### src/rtl/fft64_pkg.sv
// Shared types, limits and saturation helper for the 64-point SDF FFT.
package fft64_pkg;

   localparam int LOG_N = 6;
   localparam int WIDTH = 16;

   localparam logic [WIDTH-1:0] SAT_MAX = 16'h7FFF;
   localparam logic [WIDTH-1:0] SAT_MIN = 16'h8000;

   typedef struct packed {
      logic signed [WIDTH-1:0] re;
      logic signed [WIDTH-1:0] im;
   } cplx_t;

   // Drop the 15 fraction bits and clamp to the Q1.15 range.
   function automatic logic [WIDTH-1:0] saturate(
      input logic signed [32:0] x
   );
      logic signed [17:0] t;
      t = x[32:15];
      if (t > 18'sd32767) begin
         return SAT_MAX;
      end else if (t < -18'sd32768) begin
         return SAT_MIN;
      end else begin
         return t[WIDTH-1:0];
      end
   endfunction

endpackage

### src/rtl/cmul16.sv
// Two-register Q1.15 complex multiplier: products, then sum/round/saturate.
// Define TWMUL_ROUND_EN for round-half-up; otherwise results truncate.
module cmul16
   import fft64_pkg::*;
(
   input  logic  clock,
   input  logic  reset,
   input  cplx_t a,
   input  cplx_t b,
   output cplx_t p
);

   logic signed [31:0] ac_q, ac_d;
   logic signed [31:0] bd_q, bd_d;
   logic signed [31:0] ad_q, ad_d;
   logic signed [31:0] bc_q, bc_d;
   logic signed [32:0] re_sum;
   logic signed [32:0] im_sum;
   cplx_t              p_q, p_d;

   always_comb begin
      ac_d = a.re * b.re;
      bd_d = a.im * b.im;
      ad_d = a.re * b.im;
      bc_d = a.im * b.re;
      re_sum = 33'(ac_q) - 33'(bd_q);
      im_sum = 33'(ad_q) + 33'(bc_q);
`ifdef TWMUL_ROUND_EN
      re_sum = re_sum + 33'sd16384;
      im_sum = im_sum + 33'sd16384;
`else
      re_sum = re_sum;
      im_sum = im_sum;
`endif
      p_d.re = saturate(re_sum);
      p_d.im = saturate(im_sum);
   end

   always_ff @(posedge clock) begin
      if (reset) begin
         ac_q <= '0;
         bd_q <= '0;
         ad_q <= '0;
         bc_q <= '0;
         p_q  <= '0;
      end else begin
         ac_q <= ac_d;
         bd_q <= bd_d;
         ad_q <= ad_d;
         bc_q <= bc_d;
         p_q  <= p_d;
      end
   end

   assign p = p_q;

endmodule

### src/rtl/twiddle_mult64.sv
// Twiddle-multiply stage after BF2II: address generation, stage-1
// alignment and unity bypass around cmul16 (TWMUL_ROUND_EN in cmul16).
module twiddle_mult64 #(
   parameter int WIDTH = 16,
   parameter int LOG_M = 6
) (
   input  logic             clock,
   input  logic             reset,
   input  logic             di_en,
   input  logic [WIDTH-1:0] di_re,
   input  logic [WIDTH-1:0] di_im,
   output logic [5:0]       tw_addr,
   input  logic [WIDTH-1:0] tw_re,
   input  logic [WIDTH-1:0] tw_im,
   output logic             do_en,
   output logic [WIDTH-1:0] do_re,
   output logic [WIDTH-1:0] do_im
);
   import fft64_pkg::*;

   typedef struct packed {
      logic  en;
      logic  byp;
      cplx_t x;
   } stage_t;

   logic [LOG_M-1:0] di_count_q, di_count_d;
   logic [1:0]       tw_sel;
   logic [5:0]       tw_num;
   stage_t           s1_q, s1_d;
   stage_t           s2_q, s2_d;
   stage_t           s3_q, s3_d;
   cplx_t            tw;
   cplx_t            prod;

   always_comb begin
      di_count_d = di_en ? di_count_q + LOG_M'(1) : di_count_q;
      tw_sel = {di_count_q[LOG_M-2], di_count_q[LOG_M-1]};
      tw_num = 6'(di_count_q[LOG_M-3:0]) << (6 - LOG_M);
      tw_addr = 6'(tw_num * 6'(tw_sel));
      s1_d.en = di_en;
      s1_d.byp = (tw_addr == 6'd0);
      s1_d.x.re = di_re;
      s1_d.x.im = di_im;
      // Bypassed samples ride alongside the multiplier pipeline.
      s2_d = s1_q;
      s3_d = s2_q;
      tw.re = tw_re;
      tw.im = tw_im;
      do_en = s3_q.en;
      do_re = s3_q.byp ? s3_q.x.re : prod.re;
      do_im = s3_q.byp ? s3_q.x.im : prod.im;
   end

   always_ff @(posedge clock) begin
      if (reset) begin
         di_count_q <= '0;
         s1_q <= '0;
         s2_q <= '0;
         s3_q <= '0;
      end else begin
         di_count_q <= di_count_d;
         s1_q <= s1_d;
         s2_q <= s2_d;
         s3_q <= s3_d;
      end
   end

   cmul16 u_cmul (
      .clock (clock),
      .reset (reset),
      .a     (s1_q.x),
      .b     (tw),
      .p     (prod)
   );

endmodule
### config.mk
export PLATFORM = sky130hd
export DESIGN_NAME = twiddle_mult64
export DESIGN_NICKNAME = d
export VERILOG_FILES = /design/src/rtl/fft64_pkg.sv /design/src/rtl/cmul16.sv /design/src/rtl/twiddle_mult64.sv
export SDC_FILE = /design/constraint.sdc
export NUM_CORES = 2
export LEC_CHECK = 0
export ABC_AREA = 1
export BUFFER_PORTS_ARGS = -buffer_cell sky130_fd_sc_hd__buf_2
export CORE_AREA = 2 2 288 290
export CTS_CLUSTER_DIAMETER = 100
export DETAILED_ROUTE_END_ITERATION = 8
export DIE_AREA = 0 0 290 292
export PLACE_DENSITY = 0.81
export REMOVE_ABC_BUFFERS = 1
export SYNTH_ARGS = -nofsm -noshare
export SYNTH_HDL_FRONTEND = slang
export SYNTH_SLANG_ARGS = --single-unit
### constraint.sdc
create_clock -name clock -period 16 [get_ports clock]
set_input_delay 1.6 -clock clock [delete_from_list [all_inputs] [get_ports clock]]
set_output_delay 1.6 -clock clock [all_outputs]
set_load 0.02 [all_outputs]
==> results.py <==
metrics = {
    "die": {
        "die_area_sq_um": 84700,
        "die_x_microns": 290,
        "ios": 106,
        "core-area_sq_um": 81600,
        "rows": 105,
        "floorplan.initialDensity": 0.643,
        "dieHeight_microns": 292,
    },
    "placement": {
        "place_area_sq_um": 53700,
        "io_buffers": 105,
        "dpl.hpwl_microns": 112000,
        "post-place-ws_ns": 8.17,
        "gp_congestion": 0.970,
    },
    "job": {
        "cap_violations": 0,
    },
    "routing": {
        "firstDrtPassIters": 7,
        "vias": 42200,
        "wirelength_microns": 140000,
        "post_drt_wl_per_cell_microns": 17.9,
        "postRouteAntennaNets": 0,
        "avgViaCountPerCell": 5.39,
        "drc": 0,
        "drt_iter0_markers": 3417,
    },
    "global_route": {
        "grt_max_degree": 75,
        "grt_antenna_before_repair": 9,
        "gr-total-overflow": 0,
        "grt_pass1_wl_microns": 231000,
        "grt_pass1_vias": 44700,
        "grt_util_all_layers": 0.346,
    },
    "timing": {
        "clock.fmax_mhz": 135,
        "setup-tns-final_ns": 0,
        "rsz0062_at_grt": "no",
        "hold_violations": 0,
        "drv_slew": 0,
        "skew_ns": 0.0317,
        "worst_pin_slew_ns": 1.16,
        "slew_headroom": 0.228,
        "setup-violations-final": 0,
        "final.min_clock_period_ns": 7.40,
        "setup_ws_ns": 8.60,
        "timing.final.crit_share": 0.462,
    },
    "cts": {
        "post_cts_resized": 0,
        "clockBufferDepth": 3,
        "cts_setup_buffers": 0,
        "ctsHoldBuffers": 0,
        "clkSlewWorstSetupHoldPaths_ns": 0.06,
        "cts_root_buffer": "clkbuf_16",
        "clk_latency_ns": 0.58,
        "tritoncts": "done",
        "cts_sinks": 268,
        "numCtsBuffers": 37,
        "htreeDepth": 2,
    },
    "logic_synthesis": {
        "yosys_warnings": 0,
        "synth_ff_type": "dfxtp_1",
        "synth_top_area_share": 0.400,
        "ys_types": 51,
        "yosysSeqAreaShare": 0.102,
        "postSynthCellCount": 6790,
        "postSynth.asyncResetShare": 0,
        "synth-edff-count": 0,
        "synth-seq-cells": 268,
        "synth_area_leaders": "fa_1 (40%), inv_1 (14%), nand2_1 (11%), dfxtp_1 (10%), ha_1 (9.4%)",
        "synthesis.area_sq_um": 52500,
        "syn_avg_cell_area_sq_um": 7.73,
        "yosys.area.top_type": "fa_1",
    },
    "run_status": {
        "outcome": "finished, final reports clean",
    },
    "finish": {
        "fillCellCount": 6737,
        "mostFrequentLayoutCell": "inv_1",
        "mostFrequentLayoutCells": "inv_1 (1994), nand2_1 (1565), fa_1 (1049), nor2_1 (397), ha_1 (394)",
        "multi_input_area_sq_um": 38600,
        "area_growth_pct": 4.85,
        "fin_nets": 8241,
        "drive_gt1_frac": 0.0478,
        "stdcell_area_sq_um": 55000,
        "ff_latch_area_sq_um": 5370,
    },
    "critical_path": {
        "worstSetupEndpointType": "flop",
        "crit_fanout": 32,
        "cp_common_cell": "fa_1",
        "max_stage_delay_ns": 0.89,
        "crit_chain": "buf_2 -> nand2_1 -> inv_1 -> fa_1 -> fa_1 -> fa_1 -> fa_1 -> fa_1 -> fa_1 -> ha_1 -> a21oi_1 -> nor2_1 -> nor2_1 -> nor2_1 -> nor3_1 -> o21ai_0 -> a21oi_1 -> o21ai_0 -> a21oi_1",
        "cp-start-kind": "input port",
        "cpMaxStageDelayCell": "fa_1",
        "worstSetupPathType": "in -> reg",
        "cp.arrival_ns": 7.90,
        "worstPathRequired_ns": 16.50,
        "r2r_slack_ns": 9.45,
    },
    "power_and_ir_drop": {
        "p_leak_nw": 32.5,
        "p_total_w": 0.0106,
        "max-vdd-ir-drop_uv": 216,
        "power_density_nw_per_um2": 193,
    },
    "hold_path": {
        "hp-class": "reg -> reg",
    },
}
[routing by layer]
layer	vias to the layer above	global-route usage	part of all wire
li1	19400	-	-
met1	20400	0.439	0.38
met2	1976	0.575	0.47
met3	459	0.0691	0.095
met4	14	0.156	0.053
met5	-	0	0.00060
[critical path, delay by kind of cell]
kind	cells	cell delay, ns
and+or+nand+nor	5	0.73
adders and majority gates	7	3.79
AOI/OAI and AO/OA	5	0.86
buffers and inverters	2	0.88
[per-stage QoR]
stage	hold slack, ns	instances	utilization
5_1_grt	0.408	7827	0.674
2_1_floorplan	0.388	6540	-
3_5_place_dp	0.392	7762	0.659
3_3_place_gp	0.383	7762	0.659
4_1_cts	0.400	7827	0.674
6_report	0.396	7828	0.674
[cell families after synthesis]
kind of cell	Yosys count	share of synthesized area
AO/OA/AOI/OAI	580	0.0627
XOR/XNOR	64	0.0107
adder cells (fa/ha/maj)	1443	0.494
buffers and inverters	2248	0.161
flip-flops	268	0.102
multiplexers	32	0.00687
AND/OR/NAND/NOR	2155	0.162
[registers in the layout, summed over array words and instances, names as in the netlist]
register and count:
s1_q 34, s2_q 34, s3_q 33, u_cmul.ac_q 32, u_cmul.ad_q 32, u_cmul.bc_q 32, u_cmul.bd_q 32, u_cmul.p 32
di_count_q 6, do_en 1
[path summary, 6_finish.rpt]
kind | from | endpoint | cells after the start
max | tw_im[1] | u_cmul.bd_q[31]$_SDFF_PP0_ | 19
max reg2reg | s1_q[6]$_SDFF_PP0_ | u_cmul.bc_q[28]$_SDFF_PP0_ | 25
min | s2_q[32]$_SDFF_PP0_ | s3_q[32]$_SDFF_PP0_ | 2
min reg2reg | s2_q[32]$_SDFF_PP0_ | s3_q[32]$_SDFF_PP0_ | 2
[where the power goes]
part / internal [W] / switching, W
Combinational: 0.00316 / 0.00561
Sequential: 0.000877 / 0.0000960
Clock: 0.000512 / 0.000365
Total: 0.00455 / 0.00608
[layout make-up]
cell class / instances / area share
antenna: 1 / 0.0000455
clock buffer: 43 / 0.0176
clock inverter: 22 / 0.00557
inverter: 1998 / 0.136
multi-input combinational: 4274 / 0.702
sequential: 268 / 0.0976
tap: 1070 / 0.0243
timing repair buffer: 152 / 0.0161
[cell usage after synthesis (3+ instances only)]
master and instances:
a211oi_1 8, a21boi_0 8, a21boi_1 3, a21o_1 20
a21oi_1 280, a21oi_2 21, a31o_2 5, a31oi_1 5
and2_1 4, buf_1 7, buf_6 3, clkbuf_1 239
dfxtp_1 268, fa_1 1049, ha_1 394, inv_1 1995
inv_2 3, mux2_2 32, nand2_1 1565, nand2_2 20
nand3_1 89, nand4_1 23, nor2_1 397, nor2_2 5
nor2_4 3, nor2b_1 3, nor3_1 18, nor3_2 5
nor4_1 11, o211a_1 3, o211ai_1 3, o21a_1 28
o21ai_0 161, o21bai_1 25, or2_2 5, xnor2_1 41
xor2_1 23
Power figures use the tool's default switching activity.
